===== config.mk =====
export PLATFORM = sky130hd
export DESIGN_NAME = gcd_result_buffer
export DESIGN_NICKNAME = d
export VERILOG_FILES = /design/src/rtl/gcd_result_buffer.sv
export SDC_FILE = /design/constraint.sdc
export NUM_CORES = 1
export LEC_CHECK = 0
export CAP_MARGIN = 20
export CELL_PAD_IN_SITES_DETAIL_PLACEMENT = 1
export CELL_PAD_IN_SITES_GLOBAL_PLACEMENT = 1
export CORE_MARGIN = 2
export CORE_UTILIZATION = 30
export DETAILED_ROUTE_END_ITERATION = 8
export DONT_BUFFER_PORTS = 1
export PLACE_DENSITY_LB_ADDON = 0.1
export SLEW_MARGIN = 20
export SYNTH_ARGS = -nofsm -noshare
export SYNTH_HDL_FRONTEND = slang
export SYNTH_SLANG_ARGS = --single-unit

===== constraint.sdc =====
create_clock -name clk -period 5.4 [get_ports clk]
set_input_delay 0.54 -clock clk [delete_from_list [all_inputs] [get_ports clk]]
set_output_delay 0.54 -clock clk [all_outputs]
set_load 0.02 [all_outputs]

===== src/rtl/gcd_result_buffer.sv =====
// gcd_result_buffer
// Captures each result from an upstream GCD FSM exactly once. A two-state
// handshake FSM acknowledges the capture, and a 4-entry show-ahead circular
// FIFO hands results downstream with valid/ready flow control.
module gcd_result_buffer #(
  parameter int WIDTH = 16,
  parameter int DEPTH = 4
) (
  input  logic             clk,
  input  logic             rst,
  input  logic             result_valid,
  input  logic [WIDTH-1:0] result_in,
  output logic             result_taken,
  output logic [WIDTH-1:0] out_data,
  output logic             out_valid,
  input  logic             out_ready,
  output logic [2:0]       count,
  output logic             full,
  output logic [7:0]       results_total
);

  localparam int AW = 2;

  localparam logic [1:0] ST_WAIT = 2'd0;
  localparam logic [1:0] ST_ACK  = 2'd1;

  logic [1:0]       state_q, state_d;
  logic [AW-1:0]    wr_ptr_q, wr_ptr_d;
  logic [AW-1:0]    rd_ptr_q, rd_ptr_d;
  logic [2:0]       count_q, count_d;
  logic [7:0]       total_q, total_d;
  logic [WIDTH-1:0] mem_q [DEPTH];

  logic push;
  logic pop;

  // Full is taken from the registered count, so a pop on the same edge
  // never frees a slot for a push until the following cycle.
  assign full          = (count_q == 3'(DEPTH));
  assign out_valid     = (count_q != 3'd0);
  assign push          = (state_q == ST_WAIT) && result_valid && !full;
  assign pop           = out_valid && out_ready;
  assign result_taken  = (state_q == ST_ACK);
  assign out_data      = out_valid ? mem_q[rd_ptr_q] : '0;
  assign count         = count_q;
  assign results_total = total_q;

  // Capture FSM: one ACK cycle per push, ACK never writes.
  always_comb begin
    state_d = ST_WAIT;
    case (state_q)
      ST_WAIT: state_d = push ? ST_ACK : ST_WAIT;
      ST_ACK:  state_d = ST_WAIT;
      default: state_d = ST_WAIT;
    endcase
  end

  // FIFO pointer, occupancy and capture-counter next-state logic.
  always_comb begin
    wr_ptr_d = wr_ptr_q + AW'(push);
    rd_ptr_d = rd_ptr_q + AW'(pop);
    total_d  = total_q + 8'(push);
    count_d  = count_q;
    case ({push, pop})
      2'b10:   count_d = count_q + 3'd1;
      2'b01:   count_d = count_q - 3'd1;
      default: count_d = count_q;
    endcase
  end

  // Control state with asynchronous reset; reset discards any queued data.
  always_ff @(posedge clk or posedge rst) begin
    if (rst) begin
      state_q  <= ST_WAIT;
      wr_ptr_q <= '0;
      rd_ptr_q <= '0;
      count_q  <= '0;
      total_q  <= '0;
    end else begin
      state_q  <= state_d;
      wr_ptr_q <= wr_ptr_d;
      rd_ptr_q <= rd_ptr_d;
      count_q  <= count_d;
      total_q  <= total_d;
    end
  end

  // Storage array, written on push only; contents are don't-care after reset.
  always_ff @(posedge clk) begin
    if (push) begin
      mem_q[wr_ptr_q] <= result_in;
    end
  end

endmodule

==> impl_metrics.toml <==
[logic_synthesis]
synthArstFlopShare_pct = 20.0
synth.top_cells.by_area = "edfxtp_1, dfrtp_1, mux4_2"
synth_flop_cell = "edfxtp_1"
syn-instance-count = 159
ys_seq_area_share_pct = 72.2
ys.warnings.count = 0
syn_area_um2 = 3220
synth_top_cell_area_share_pct = 59.8
synth_fp_nets = 185
synth_seq_cells = 80
synth.distinct_cells = 23
syn_area_per_cell_um2 = 20.2
synth_edf_count = 64
synth_largest_area_cell = "edfxtp_1"

[pwr]
total_leakage_power_nw = 1.24
total_power_mw = 1.93
power.density_nw_per_um2 = 546
peakVddDrop_uv = 281

[global_route]
grt_pass1_wl_mm = 9.40
track_usage_pct = 11.3
antenna_found_initial = 0
grt_max_degree = 19
grt_pass1_vias = 1654
overflow = 0

[clock_network]
cts_buffer_depth = 2
numCtsBuffers = 9
post_cts_resized = 0
clkTransAtPathRegs_ns = 0.09
cts.sinks = 80
htree_levels = 3
cts_root_buf = "clkbuf_8"
cts_hold_buffers = 0
cts_tree = "yes"
clock_latency_ns = 0.35
post_cts_buffers = 0

[sta]
rsz0062_at_grt = "no"
setup_viol = 0
min_period_ns = 2.65
max_freq_mhz = 377
finalHoldViolations = 0
tns_ns = 0
slew_headroom_pct = 31.7
fin_skew_ns = 0.0150
fin_crit_sh_pct = 49.1
setup_ws_ns = 2.75
worstMarginPinSlew_ns = 1.02
drv_slew = 0

[cells_and_area]
diodes = 0
fin_nets = 194
drive_gt1_share_pct = 22.0
fin_cells = 309
final_area_um2 = 3540
area_delta_synth_final_pct = 10.1

[worst_setup_path]
end_kind = "primary output"
crit_type = "register to primary output"
reg2reg_from = "count[2]"
cp-start-kind = "register"
crit_required_ns = 4.86
worstPathArrival_ns = 2.11
startpoint = "count[0]"
crit_fanout = 18

[place]
dpl.cell_count = 293
place_ws_ns = 2.60
gp_congestion = 0.689
dpl-instance-area_um2 = 3380
post-dp-hpwl_mm = 3.83
port_buffers = 0

[job]
cap_violations = 0

[routing]
drc = 0
ant_nets = 0
via_per_inst = 4.56
totalWireLength_mm = 6.03
post_drt_wl_per_cell_um = 19.5
drt_iter0_markers = 27
drt_pass1_iterations = 4
vias = 1410

[run_status]
status = "completed"

[floorplan]
die_w_um = 108
die_h_um = 108
ioPinCount = 50
die-area_um2 = 11600
coreArea_um2 = 10400
start_util_pct = 31.0
rows = 37

[worst_hold_path]
hold_class = "input port to async pin"
## path summary, 6_finish.rpt
path / endpoint / slack (ns) / cells after the start
worst min register to register: wr_ptr_q[1] / 0.58 / 1
min in group clk: mem_q[2][9] / 0.28 / 0
worst max register to register: count[2] / 2.76 / 9
worst max-delay path: out_data[15] / 2.75 / 2
worst min-delay path: state_q[0] / 0.15 / 1
max in group asynchronous: rd_ptr_q[0] / 4.80 / 1
## metal layers
layer / part of all wire [%] / track usage [%] / wire [µm]
met1: 38 / 11.9 / 2260
met4: 0.96 / 3.30 / 58
met5: 0 / 0 / 0
met2: 54 / 19.7 / 3240
met3: 7.7 / 5.93 / 464
## cell usage after synthesis (2+ instances only)
| cell type | count |
|---|---|
| and3_1 | 2 |
| buf_2 | 3 |
| dfrtp_1 | 16 |
| edfxtp_1 | 64 |
| ha_1 | 5 |
| inv_1 | 6 |
| mux4_1 | 6 |
| mux4_2 | 10 |
| nand2_1 | 2 |
| nand3_1 | 3 |
| nor2_1 | 2 |
| nor2b_1 | 13 |
| nor2b_4 | 4 |
| nor3_1 | 2 |
| nor3b_1 | 3 |
| nor3b_2 | 2 |
| xnor2_1 | 4 |
| xor2_1 | 7 |
## where the power goes
group / switching, mW / internal (mW)
Sequential: 0.188 / 0.803
Combinational: 0.318 / 0.249
Clock: 0.210 / 0.165
Total: 0.717 / 1.22
## registers in the layout (all words and copies together), names as in the netlist
signal,count
mem_q,64
results_total,8
count,3
rd_ptr_q,2
wr_ptr_q,2
state_q,1
## cells by family (layout without fill, tap and decap cells)
family                   Yosys count  in the layout  synth area share [%]
adder cells (fa/ha/maj)            6              6                  2.57
flip-flops                        80             80                  72.2
XOR/XNOR                          11             11                  3.00
AND/OR/NAND/NOR                   34             34                  7.86
buffers and inverters             11             25                  2.14
multiplexers                      17             17                  12.2
## stage by stage
stage | utilization [%] | hold slack (ns)
6_report | 34.1 | 0.153
5_1_grt | 34.1 | 0.178
4_1_cts | 34.1 | 0.169
3_5_place_dp | 32.6 | 0.552
3_3_place_gp | 32.6 | 0.522
2_1_floorplan | - | 0.454
## cells in the final DEF (no fill, tap or decap), types with 2 or more instances in the layout
cell      synthesis  final
nor2_1            2      2
dfrtp_1          16     15
edfxtp_1         64     64
mux4_1            6      6
clkinv_2          0      3
nor2b_4           4      4
xor2_1            7      7
nor2b_1          13     13
clkbuf_8          0      9
buf_4             0      3
ha_1              5      5
xnor2_1           4      4
inv_1             6      6
mux4_2           10     10
nand3_1           3      3
nor3b_2           2      4
nand2_1           2      2
and3_1            2      2
## worst max-delay path: stages (launching register included)
cell and delay (ns):
dfrtp_1 0.54, nor3_4 0.89, nor2b_1 0.30
## layout make-up
cell class / count / area [µm²]
clock buffers: 10 / 128
clock inverters: 6 / 35.0
fillers: 1048 / 6830
inverters: 6 / 22.5
multi-input cells: 68 / 840
flip-flops and latches: 80 / 2320
well taps: 136 / 170
repair buffers: 3 / 22.5
Power figures use the tool's default switching activity.
